### src/rtl/uart_tx_fifo.sv
// uart_tx_fifo
// Byte FIFO and frame pacer feeding uart_tx, which has no busy output of its
// own. Bytes written over a valid/ready port are launched one per frame time
// as a single-cycle tx_data_ready strobe; tx_busy is high while a frame
// (plus guard time) is considered in flight.
//
// Ports:
//   clk_fast, rst_n      clock (rising edge), async active-low reset
//   wr_valid, wr_data    write request and byte; accepted when wr_ready
//   wr_ready             !full
//   tx_data              registered byte to uart_tx.data_in
//   tx_data_ready        registered one-cycle launch strobe to uart_tx.data_ready
//   tx_busy              high while a frame is being paced (HOLD)
//   level, empty, full   occupancy
//   ovf_clr, ovf         sticky overflow flag and its clear; present only when
//                        UART_TX_FIFO_OVF_EN is defined
//
// state | meaning
// IDLE  | nothing in flight; launch as soon as the FIFO is non-empty
// HOLD  | frame in flight; counter runs down to 0, then launch next or go IDLE

module uart_tx_fifo #(
   parameter int CLOCK_FREQ   = 81000000,
   parameter int BAUD_RATE    = 3000000,
   parameter int DEPTH        = 16,
   parameter int FRAME_BITS   = 10,
   parameter int GUARD_CYCLES = 2
) (
   input  logic                   clk_fast,
   input  logic                   rst_n,
   input  logic                   wr_valid,
   input  logic [7:0]             wr_data,
   output logic                   wr_ready,
   output logic [7:0]             tx_data,
   output logic                   tx_data_ready,
   output logic                   tx_busy,
   output logic [$clog2(DEPTH):0] level,
   output logic                   empty,
   output logic                   full
`ifdef UART_TX_FIFO_OVF_EN
   ,
   input  logic                   ovf_clr,
   output logic                   ovf
`endif
);

   localparam int BIT_CYCLES   = CLOCK_FREQ / BAUD_RATE;
   localparam int FRAME_CYCLES = BIT_CYCLES * FRAME_BITS + GUARD_CYCLES;
   localparam int CNT_W        = $clog2(FRAME_CYCLES);
   localparam int PTR_W        = $clog2(DEPTH);
   localparam int LVL_W        = PTR_W + 1;

   typedef enum logic {IDLE = 1'b0, HOLD = 1'b1} state_t;

   state_t           state_q, state_d;
   logic [CNT_W-1:0] cnt_q, cnt_d;
   logic [PTR_W-1:0] wr_ptr_q, wr_ptr_d;
   logic [PTR_W-1:0] rd_ptr_q, rd_ptr_d;
   logic [LVL_W-1:0] level_q, level_d;
   logic [7:0]       tx_data_q, tx_data_d;
   logic             tx_data_ready_q, tx_data_ready_d;
   logic [7:0]       mem_q [DEPTH];
   logic [7:0]       mem_d [DEPTH];
   logic             wr_en;
   logic             launch;
`ifdef UART_TX_FIFO_OVF_EN
   logic             ovf_q, ovf_d;
`endif

   assign empty         = (level_q == '0);
   assign full          = (level_q == LVL_W'(DEPTH));
   assign wr_ready      = !full;
   assign level         = level_q;
   assign tx_data       = tx_data_q;
   assign tx_data_ready = tx_data_ready_q;
   assign tx_busy       = (state_q == HOLD);

   // A write while full is dropped even if a pop frees a slot on the same edge.
   assign wr_en = wr_valid && !full;

   always_comb begin
      state_d         = state_q;
      cnt_d           = cnt_q;
      rd_ptr_d        = rd_ptr_q;
      tx_data_d       = tx_data_q;
      tx_data_ready_d = 1'b0;
      launch          = 1'b0;

      unique case (state_q)
         IDLE: begin
            if (!empty) launch = 1'b1;
         end
         HOLD: begin
            if (cnt_q != '0) begin
               cnt_d = cnt_q - CNT_W'(1);
            end else if (!empty) begin
               launch = 1'b1;
            end else begin
               state_d = IDLE;
            end
         end
         default: state_d = IDLE;
      endcase

      // Counter loads FRAME_CYCLES-1 so the next launch edge lands exactly
      // FRAME_CYCLES clocks after this one.
      if (launch) begin
         tx_data_d       = mem_q[rd_ptr_q];
         tx_data_ready_d = 1'b1;
         rd_ptr_d        = rd_ptr_q + PTR_W'(1);
         cnt_d           = CNT_W'(FRAME_CYCLES - 1);
         state_d         = HOLD;
      end
   end

   always_comb begin
      mem_d    = mem_q;
      wr_ptr_d = wr_ptr_q;
      if (wr_en) begin
         mem_d[wr_ptr_q] = wr_data;
         wr_ptr_d        = wr_ptr_q + PTR_W'(1);
      end

      unique case ({wr_en, launch})
         2'b10:   level_d = level_q + LVL_W'(1);
         2'b01:   level_d = level_q - LVL_W'(1);
         default: level_d = level_q;
      endcase
   end

`ifdef UART_TX_FIFO_OVF_EN
   // Set has priority over clear.
   always_comb begin
      ovf_d = ovf_q;
      if (ovf_clr) ovf_d = 1'b0;
      if (wr_valid && !wr_ready) ovf_d = 1'b1;
   end

   assign ovf = ovf_q;
`endif

   always_ff @(posedge clk_fast or negedge rst_n) begin
      if (!rst_n) begin
         state_q         <= IDLE;
         cnt_q           <= '0;
         wr_ptr_q        <= '0;
         rd_ptr_q        <= '0;
         level_q         <= '0;
         tx_data_q       <= 8'h00;
         tx_data_ready_q <= 1'b0;
         for (int i = 0; i < DEPTH; i++) mem_q[i] <= 8'h00;
`ifdef UART_TX_FIFO_OVF_EN
         ovf_q           <= 1'b0;
`endif
      end else begin
         state_q         <= state_d;
         cnt_q           <= cnt_d;
         wr_ptr_q        <= wr_ptr_d;
         rd_ptr_q        <= rd_ptr_d;
         level_q         <= level_d;
         tx_data_q       <= tx_data_d;
         tx_data_ready_q <= tx_data_ready_d;
         mem_q           <= mem_d;
`ifdef UART_TX_FIFO_OVF_EN
         ovf_q           <= ovf_d;
`endif
      end
   end

endmodule

### config.mk
export PLATFORM = sky130hd
export DESIGN_NAME = uart_tx_fifo
export DESIGN_NICKNAME = d
export VERILOG_FILES = /design/src/rtl/uart_tx_fifo.sv
export SDC_FILE = /design/constraint.sdc
export NUM_CORES = 1
export LEC_CHECK = 0
export BUFFER_PORTS_ARGS = -buffer_cell sky130_fd_sc_hd__buf_2
export CAP_MARGIN = 40
export CORE_AREA = 2 2 111 113
export CTS_BUF_LIST = sky130_fd_sc_hd__clkbuf_16
export CTS_CLUSTER_SIZE = 24
export DETAILED_ROUTE_END_ITERATION = 10
export DIE_AREA = 0 0 113 115
export PLACE_DENSITY = 0.83
export SLEW_MARGIN = 20
export SYNTH_ARGS = -nofsm -noshare
export SYNTH_HDL_FRONTEND = slang
export SYNTH_SLANG_ARGS = --single-unit
### constraint.sdc
create_clock -name clk_fast -period 8.9 [get_ports clk_fast]
set_input_delay 1.335 -clock clk_fast [delete_from_list [all_inputs] [get_ports clk_fast]]
set_output_delay 1.335 -clock clk_fast [all_outputs]
set_load 0.1 [all_outputs]
; ---- Yosys cells after proc, flatten, opt, wreduce, memory -nomap -nowiden
; Cells that the tools add are included.
[word_totals]
output_inout_bits = 18
wordCells = 63
ff_bits = 160
in_bits = 11
[op_classes]
order_cmp = 3
bitwise = 3
n_addsub = 5
n_eq_ne = 3
n_reduce_logical = 9
mux = 17
[op_table]
columns = op, n
row1 = bitwise mux 128 bit, 1
row2 = binary-select mux 8 bit (select 4 bit), 1
row3 = demux 8 bit (select 4 bit), 1
row4 = 2-to-1 mux 9 bit, 3
row5 = 2-to-1 mux 8 bit, 3
row6 = greater-or-equal comparator 5 bit (second input constant), 2
row7 = NOT 4 -> 5 bit, 2
row8 = one-hot mux 5 bit (2 select lines), 1
row9 = nonzero test 9 bit, 1
row10 = subtractor 9 x 1 -> 9 bit (second input constant), 1
row11 = adder 4 x 1 -> 4 bit (second input constant), 2
row12 = 2-to-1 mux 1 bit, 6
row13 = nonzero test 2 bit, 3
row14 = adder 5 x 1 -> 5 bit (second input constant), 1
row15 = == test 5 bit (second input constant), 1
row16 = logical NOT 5 bit, 1
row17 = less-than comparator 5 x 1 -> 1 bit (second input constant), 1
row18 = subtractor 5 x 1 -> 5 bit (second input constant), 1
row19 = == test 2 x 1 -> 1 bit (second input constant), 1
row20 = == test 2 bit (second input constant), 1
row21 = logical AND 1 bit, 2
row22 = one-hot mux 1 bit (2 select lines), 1
row23 = AND reduction 2 bit, 1
row24 = logical NOT 1 bit, 1
row25 = NOT 1 bit, 1

; ---- Depth between registers and ports, before layout
; Gate-level depths: netlist of run 1.
[logic_depth]
ltp_word = 6
mapped_depth = 14
ltp_nobuf = 12

; ---- Worst setup path before layout of run 1
; OpenSTA, ideal clock, no wires.
[synth_path]
kind = register to output
startpoint = register level_q[1] (netlist: level[1])
endpoint = output port full
arrival_time_ps = 2911
n_path_buf = 1
stages_incl_launch_ff = 5
required_time_ps = 7565
setup_slack_ps = 4654
cell_sequence = dfrtp_1 -> buf_2 -> nor4_2 -> nand2_1 -> inv_1
[synth_between]
elab_chain_len = 1
[synth_rtl]
columns = item, line_no
row1 = start: declaration, 59  ; logic [LVL_W-1:0] level_q, level_d;
row2 = start signal: assignment, 160  ; level_q <= level_d;
row3 = == test 5 bit, 71  ; assign full = (level_q == LVL_W'(DEPTH));
row4 = end: declaration, 39  ; output logic full
; No other way between the ends.

; ---- Worst setup path in the final report of run 1
[layout_path]
startpoint = register level_q[1] (netlist: level[1])
endpoint = output port empty
[layout_between]
elab_chain_len = 1
[layout_rtl]
columns = item, line_no
row1 = logical NOT 5 bit, 70  ; assign empty = (level_q == '0);
row2 = end: declaration, 38  ; output logic empty,
; No other way between the ends.

==> impl_metrics.csv, run 1 <==
group,metric,value,unit
sta,setup_violations,0,
critical_path,crit_arrival,2650,ps
critical_path,path_cells,"nor4_2 -> nand2b_1 -> inv_1 -> buf_2",
cts,cts_setup_buffers,0,
sta,period_needed,3990,ps
grt,grt_max_degree,81,
grt,grt_pass1_vias,4922,
cts,cts_buffers,17,
logic_synthesis,async_flop_share,1.00,
cts,clock-sinks,160,
cts,clk_latency,430,ps
floorplan,rows,40,
placement,port-buffer-count,28,
logic_synthesis,syn_avg_cell_area,14.9,sq um
logic_synthesis,synthXorXnorAreaFrac,0.0115,
logic_synthesis,synth_edf_count,0,
floorplan,start_util,0.647,
sta,tns,0,ps
floorplan,die_area,13000,sq um
floorplan,core_area,11800,sq um
logic_synthesis,netlist_top_cells_area,"dfrtp_1, mux2_2, mux4_1",
placement,gp_congestion,0.858,
critical_path,path_class,"flip-flop to output port",
power,ir_drop,0.000193,V
drt,vias,4543,
logic_synthesis,synth-main-ff-cell,"dfrtp_1",
logic_synthesis,synth_area_leader_cell,"dfrtp_1",
grt,gr-total-overflow,0,
sta,slew_headroom,0.507,
critical_path,cp-endpoint,"empty",
critical_path,crit_path_max_incr_delay,510,ps
final_layout,multi_input_area,3400,sq um
cts,root_buffer,"clkbuf_16",
final_layout,nets,553,
critical_path,required,7570,ps
sta,slew_violations,0,
logic_synthesis,synth_compound_area_frac,0.0404,
critical_path,path_max_fanout,14,
status,status,"finished with violations",
logic_synthesis,ys_seq_area_frac,0.524,
drt,avgViaCountPerCell,6.59,
flow_run,drv_cap,0,
sta,finalHoldViolCount,0,
sta,clock_skew,7.05,ps
logic_synthesis,syn-cell-area,7640,sq um
floorplan,num_io_pins,29,
sta,max_freq,251,MHz
cts,ctsHoldBuffers,0,
drt,ant_nets,0,
logic_synthesis,yosys.area_share.adder,0.0180,
placement,placed_area,7850,sq um
logic_synthesis,muxShareOfSynthArea,0.325,
floorplan,dieHeight,115,um
final_layout,register_area,4010,sq um
floorplan,dieWidth,113,um
sta,worst_pin_slew,737,ps
critical_path,reg2reg_to,"level[4]",
final_layout,syn_to_final_growth,9.95,%
power,power.density,359,nW/um^2
final_layout,fill_cells,768,
final_layout,num_antenna_cells,0,
final_layout,final_area,8400,sq um
critical_path,start_kind,"flip-flop",
critical_path,worst-r2r-cell-count,10,
sta,min_period_over_period,0.448,
grt,grt_pass1_wl,26300,um
cts,clkTransAtPathRegs,60,ps
cts,cts_tree,"yes",
critical_path,cp-startpoint,"level[1]",
status,violations,"design-rule violations",
final_layout,drive_gt1_frac,0.389,
logic_synthesis,synth_top_family_by_area,"multiplexers",
placement,hpwl,9940,um
critical_path,end_kind,"output port",
drt,drt_iter0_markers,293,
hold_path,hp-class,"flip-flop to flip-flop",
cts,cts_buffer_depth,2,
critical_path,r2r_setup_slack,5200,ps
logic_synthesis,synth_nets,534,
drt,firstDrtPassIters,8,
cts,htreeDepth,4,
logic_synthesis,synth.top_cell.area_share,0.524,
critical_path,reg2reg_from,"level[1]",
drt,wire_per_inst,23.1,um
grt,grt_usage,0.269,
drt,drc,3,
logic_synthesis,synth_cells,512,
logic_synthesis,ys_types,50,
logic_synthesis,ys_seq_elements,160,
logic_synthesis,yosysWarnings,0,
logic_synthesis,synth-simple-area-share,0.0493,
cts,cts_resized,0,
grt,grt_antenna_before_repair,0,
drt,totalWireLength,15900,um
critical_path,cp_slowest_cell,"buf_2",
power,p_leak,0.00374,uW
sta,rsz0062_at_grt,"no",
[metal layers]
metal  part of all wire  track usage
met1               0.41        0.344
met2               0.51        0.451
met3              0.053       0.0701
met4              0.026       0.0984
met5                  0            0
[cell type report]
type | count | share of cell area
repair buffers | 34 | 0.0271
multi-input cells | 308 | 0.404
well taps | 147 | 0.0219
clock buffers | 17 | 0.0506
flip-flops and latches | 160 | 0.477
clock inverters | 13 | 0.0149
inverters | 10 | 0.00447
[how the worst min path moves through the flow]
stage / start / endpoint / slack (ps) / cells after the start
2_1_floorplan: cnt_q[8] / cnt_q[8] / 440 / 1
3_3_place_gp: cnt_q[8] / cnt_q[8] / 470 / 1
3_5_place_dp: mem_q[91] / mem_q[91] / 490 / 1
4_1_cts: cnt_q[8] / cnt_q[8] / 500 / 1
5_1_grt: mem_q[67] / mem_q[67] / 510 / 1
6_report: cnt_q[8] / cnt_q[8] / 490 / 1
[through the flow]
stage	worst slack (ps)	power (uW)	cells	hold slack, ps	utilization
2_1_floorplan	4650	2080	512	439	-
3_3_place_gp	4890	2230	655	467	0.659
3_5_place_dp	5310	2320	659	486	0.665
4_1_cts	4920	3030	689	497	0.712
5_1_grt	4820	3180	689	507	0.712
6_report	4910	3020	689	489	0.712
[state kept, by name (all words and copies together) (netlist names)]
signal	cells
mem_q	128
tx_data	8
tx_busy	1
level	5
cnt_q	9
rd_ptr_q	4
wr_ptr_q	4
tx_data_ready	1
[Yosys cell counts (3+ instances only)]
cell,n
nand3_2,6
o21ai_0,15
inv_1,10
nor2_1,10
xor2_1,4
mux4_1,24
mux4_4,8
nor2b_1,3
o221ai_1,8
nand2b_1,3
clkbuf_8,4
nand2_1,5
nor3_1,8
xnor2_1,6
nand4_1,5
buf_2,7
a21oi_1,5
clkbuf_1,18
mux2_2,130
nand3_1,9
ha_1,11
dfrtp_1,160
mux2i_1,19
[power by group]
part	leakage [uW]	internal [uW]	switching, uW
sequential	0.00198	1060	226
clock	0.000279	405	284
combinational	0.00148	531	508
[layout by cell type, fill, tap and decap left out, types with 3 or more instances in the layout]
master     count
o21ai_0       15
nor2b_1        3
nand3_1        9
nand2b_1       3
nor2_1        10
mux4_4         8
inv_1         12
o221ai_1       8
buf_2         27
mux2i_1       19
xor2_1         4
nand2_1        5
mux4_1        24
dfrtp_1      159
ha_1          11
xnor2_1        6
nand4_1        5
mux2_2       130
a21oi_1        5
nor3_1         8
clkbuf_16     17
clkinv_2       4
nand3_2        6
[cells by family (layout without fill, tap and decap cells)]
| logic type | Yosys count | count (layout) |
|---|---|---|
| AO/OA/AOI/OAI | 45 | 45 |
| XOR/XNOR | 10 | 10 |
| adder cells (fa/ha/maj) | 11 | 11 |
| buffers and inverters | 44 | 74 |
| flip-flops | 160 | 160 |
| multiplexers | 181 | 181 |
| AND/OR/NAND/NOR | 61 | 61 |
[critical path: cells and delay by family (launching register included)]
kind / cells / cell delay [ps]
buf+inv: 2 / 940
simple gates: 2 / 800
flops: 1 / 480
Note: power is estimated with default switching activity, not from simulation.
==> inputs of run 2 (changes only) <==
--- a/config.mk
+++ b/config.mk
@@ -7,12 +7,12 @@
 export LEC_CHECK = 0
 export BUFFER_PORTS_ARGS = -buffer_cell sky130_fd_sc_hd__buf_2
 export CAP_MARGIN = 40
-export CORE_AREA = 2 2 111 113
+export CORE_AREA = 2 2 115 117
 export CTS_BUF_LIST = sky130_fd_sc_hd__clkbuf_16
 export CTS_CLUSTER_SIZE = 24
 export DETAILED_ROUTE_END_ITERATION = 10
-export DIE_AREA = 0 0 113 115
-export PLACE_DENSITY = 0.83
+export DIE_AREA = 0 0 117 119
+export PLACE_DENSITY = 0.78
 export SLEW_MARGIN = 20
 export SYNTH_ARGS = -nofsm -noshare
 export SYNTH_HDL_FRONTEND = slang
==> constraint.sdc (replaced) <==
create_clock -name clk_fast -period 4 [get_ports clk_fast]
set_input_delay 0.6 -clock clk_fast [delete_from_list [all_inputs] [get_ports clk_fast]]
set_output_delay 0.6 -clock clk_fast [all_outputs]
set_load 0.1 [all_outputs]
==> impl_metrics.csv, run 2 (synthesis gave the netlist of run 1 again) <==
group,metric,value,unit
status,status,"completed",
cts,clkTransAtPathRegs,60,ps
cts,cts_buffers,17,
final_layout,final_common_cell,"dfrtp_1",
sta,worst_pin_slew,623,ps
floorplan,start_util,0.594,
power,p_leak,0.00374,uW
floorplan,rows,42,
grt,grt_usage,0.243,
final_layout,num_antenna_cells,0,
critical_path,reg2reg_from,"cnt_q[0]",
critical_path,cp_slowest_cell,"or4b_1",
critical_path,cp_common_cell,"ha_1",
placement,place_inst,691,
cts,cts_resized,0,
cts,cts_setup_buffers,0,
cts,root_buffer,"clkbuf_16",
final_layout,top_register,"mem_q",
final_layout,largest_reg_flops,128,
floorplan,die_area,13900,sq um
floorplan,dieHeight,119,um
cts,ctsHoldBuffers,0,
drt,drc,0,
critical_path,required,4350,ps
final_layout,nets,557,
flow_run,drv_cap,0,
power,finalPower,6520,uW
power,power.density,775,nW/um^2
placement,port-buffer-count,28,
power,ir_drop,0.000475,V
sta,finalHoldViolCount,0,
final_layout,drive_gt1_frac,0.383,
cts,htreeDepth,4,
cts,clk_latency,430,ps
drt,drt_iter0_markers,300,
critical_path,path_cells,"inv_1 -> ha_1 -> or4b_1 -> o21a_4 -> nor2_1 -> ha_1 -> xor2_1 -> ha_1 -> a21boi_0 -> o32ai_1 -> nor4b_1 -> xnor2_1",
sta,clock_skew,6.41,ps
sta,tns,0,ps
critical_path,crit_path_max_incr_delay,500,ps
drt,totalWireLength,15300,um
cts,cts_buffer_depth,2,
cts,clock-sinks,160,
drt,avgViaCountPerCell,6.17,
sta,rsz0062_at_grt,"no",
drt,ant_nets,0,
floorplan,core_area,12900,sq um
critical_path,path_class,"flip-flop to flip-flop",
grt,grt_max_degree,53,
drt,firstDrtPassIters,6,
grt,gr-total-overflow,0,
critical_path,start_kind,"flip-flop",
final_layout,instances_no_fill,724,
sta,period_needed,3620,ps
critical_path,path_max_fanout,24,
critical_path,r2r_setup_slack,380,ps
final_layout,syn_to_final_growth,10.1,%
placement,hpwl,10100,um
critical_path,crit_arrival,3970,ps
sta,setup_violations,0,
critical_path,end_kind,"flip-flop",
sta,slew_violations,0,
hold_path,hp-class,"input pin to asynchronous set/reset pin",
placement,gp_congestion,0.830,
critical_path,cp-startpoint,"cnt_q[0]",
drt,vias,4465,
sta,min_period_over_period,0.904,
drt,wire_per_inst,21.1,um
grt,grt_pass1_vias,4696,
cts,cts_tree,"yes",
sta,slew_headroom,0.584,
grt,grt_antenna_before_repair,0,
grt,grt_pass1_wl,24900,um
floorplan,num_io_pins,29,
final_layout,most-common-layout-cells,"dfrtp_1, mux2_2, buf_2",
floorplan,dieWidth,117,um
sta,max_freq,277,MHz
[run 2: cell count changes in the layout (fill, tap and decap cells not counted)]
cell / previous run / this run
inv_6: 1 / 0
clkinv_1: 1 / 5
buf_4: 2 / 6
inv_1: 12 / 15
buf_12: 2 / 1
bufinv_16: 2 / 0
clkinv_4: 2 / 0
buf_16: 0 / 1
[run 2: layer usage]
layer	global-route usage	up-vias	wire length [um]
li1	-	1993	-
met1	0.325	2332	6540
met2	0.393	118	7730
met3	0.0570	22	718
met4	0.0860	0	316
met5	0	-	0
[run 2: where the power goes]
group | switching [uW] | internal [uW]
logic | 1100 | 1180
clock network | 614 | 763
registers | 503 | 2370
total | 2210 | 4310
[run 2: stage by stage]
step | utilization | area [sq um] | setup WS [ps] | hold WS, ps
CTS | 0.653 | 8410 | 417 | 116
floorplan | - | 7640 | 465 | 304
finish | 0.654 | 8420 | 385 | 112
detailed placement | 0.615 | 7920 | 445 | 484
global route | 0.654 | 8420 | 125 | 129
global placement | 0.610 | 7850 | 625 | 467
[run 2: path summary, 6_finish.rpt]
path	depth (start not counted)	to
max in group asynchronous	3	rd_ptr_q[2]
max reg2reg	12	level[4]
min in group clk_fast	1	mem_q[86]
min	1	level[3]
min reg2reg	1	mem_q[86]
max	12	level[4]
[run 2: layout make-up]
class	instances	area [sq um]
clock buffers	17	425
well taps	176	220
clock inverters	15	65.1
multi-input cells	308	3400
fillers	891	4460
inverters	10	37.5
repair buffers	38	265
flip-flops and latches	160	4010
[run 2: critical path, delay by kind of cell (launching register included)]
| kind | cells | cell delay (ps) |
|---|---|---|
| compound gates | 3 | 620 |
| xor+xnor | 2 | 350 |
| fa+ha+maj | 3 | 880 |
| buf+inv | 1 | 110 |
| flops | 1 | 430 |
| simple gates | 3 | 1150 |
==> inputs of run 3 (changes only) <==
--- a/config.mk
+++ b/config.mk
@@ -13,6 +13,7 @@
 export DETAILED_ROUTE_END_ITERATION = 10
 export DIE_AREA = 0 0 117 119
 export PLACE_DENSITY = 0.78
+export RECOVER_POWER = 25
 export SLEW_MARGIN = 20
 export SYNTH_ARGS = -nofsm -noshare
 export SYNTH_HDL_FRONTEND = slang
==> impl_metrics.csv, run 3 (synthesis gave the netlist of run 1 again) <==
group,metric,value,unit
critical_path,reg2reg_from,"cnt_q[0]",
sta,rsz0062_at_grt,"no",
final_layout,nets,557,
sta,setup_violations,0,
sta,tns,0,ps
critical_path,end_kind,"flip-flop",
cts,ctsHoldBuffers,0,
floorplan,rows,42,
sta,min_period_over_period,0.904,
drt,firstDrtPassIters,5,
status,violations,"max-capacitance violations, max-slew violations",
sta,worst_slack,382,ps
floorplan,dieWidth,117,um
sta,slew_headroom,-0.839,
placement,hpwl,10100,um
final_layout,final_common_cell,"dfrtp_1",
cts,cts_setup_buffers,0,
final_layout,fill_cells,891,
critical_path,cp-startpoint,"cnt_q[0]",
grt,grt_pass1_vias,4696,
cts,clk_latency,430,ps
drt,vias,4466,
drt,totalWireLength,15300,um
status,status,"finished with violations",
sta,slew_violations,49,
critical_path,required,4350,ps
critical_path,r2r_setup_slack,380,ps
power,p_leak,0.00374,uW
grt,grt_usage,0.243,
final_layout,num_antenna_cells,0,
sta,max_freq,276,MHz
critical_path,crit_arrival,3970,ps
grt,gr-total-overflow,0,
critical_path,path_max_fanout,24,
final_layout,final_area,8410,sq um
grt,grt_max_degree,53,
sta,period_needed,3620,ps
critical_path,cp-endpoint,"level[4]",
final_layout,most-common-layout-cells,"dfrtp_1, mux2_2, buf_2",
final_layout,utilization,0.653,
final_layout,syn_to_final_growth,10.0,%
drt,drc,0,
sta,finalHoldViolCount,0,
placement,gp_congestion,0.830,
drt,drt_iter0_markers,300,
flow_run,drv_cap,1,
sta,clock_skew,7.74,ps
grt,grt_antenna_before_repair,0,
cts,htreeDepth,4,
floorplan,die_area,13900,sq um
hold_path,hp-class,"flip-flop to flip-flop",
placement,port-buffer-count,28,
cts,clock-sinks,160,
cts,cts_buffer_depth,2,
cts,cts_tree,"yes",
power,power.density,776,nW/um^2
final_layout,top_register,"mem_q",
cts,cts_resized,0,
power,ir_drop,0.000474,V
drt,wire_per_inst,21.2,um
drt,ant_nets,0,
floorplan,start_util,0.594,
placement,placed_area,7920,sq um
floorplan,dieHeight,119,um
critical_path,start_kind,"flip-flop",
final_layout,largest_reg_flops,128,
placement,dp_slack,445,ps
final_layout,drive_gt1_frac,0.381,
critical_path,worst-r2r-cell-count,12,
cts,root_buffer,"clkbuf_16",
grt,grt_pass1_wl,24900,um
floorplan,num_io_pins,29,
critical_path,path_class,"flip-flop to flip-flop",
drt,avgViaCountPerCell,6.17,
floorplan,core_area,12900,sq um
cts,clkTransAtPathRegs,60,ps
critical_path,reg2reg_to,"level[4]",
sta,worst_pin_slew,2760,ps
cts,cts_buffers,17,
run 3: cell count changes in the layout (fill, tap and decap cells not counted):
| cell | delta |
|---|---|
| buf_6 | -1 |
| clkbuf_1 | +1 |
run 3: through the flow:
stage / power, uW / hold WS [ps] / cells
2_1_floorplan: 4620 / 304 / 512
3_3_place_gp: 4960 / 467 / 688
3_5_place_dp: 5170 / 484 / 691
4_1_cts: 6550 / 116 / 723
5_1_grt: 6890 / 512 / 724
6_report: 6520 / 494 / 724
run 3: routing by layer:
metal	vias to the layer above	track usage	wire length, um
li1	1993	-	-
met1	2332	0.325	6540
met2	119	0.393	7740
met3	22	0.0570	729
met4	0	0.0860	310
met5	-	0	0
run 3: report_power, final:
group | switching (uW) | internal [uW]
Clock | 613 | 763
Sequential | 503 | 2370
Combinational | 1100 | 1180
Total | 2210 | 4310
run 3: final cells by class:
class,instances,area [sq um],share of cell area
Clock buffer,17,425,0.0506
Clock inverter,15,65.1,0.00774
Inverter,10,37.5,0.00446
Multi-Input combinational cell,308,3400,0.404
Sequential cell,160,4010,0.476
Tap cell,176,220,0.0262
Timing Repair Buffer,38,258,0.0306
run 3: worst min path at each step:
stage / start / endpoint / slack (ps) / depth (start not counted)
floorplan: rst_n / cnt_q[0] / 300 / 0
global placement: cnt_q[8] / cnt_q[8] / 470 / 1
detailed placement: mem_q[94] / mem_q[94] / 480 / 1
CTS: rst_n / level[3] / 120 / 1
global route: mem_q[28] / mem_q[28] / 510 / 1
finish: mem_q[86] / mem_q[86] / 490 / 1
run 3: critical path, stage by stage, from the launching register on:
cell      delay (ps)
dfrtp_1          430
inv_1            110
ha_1             170
or4b_1           500
o21a_4           320
nor2_1           260
ha_1             470
xor2_1           190
ha_1             240
a21boi_0         190
o32ai_1          110
nor4b_1          390
xnor2_1          160
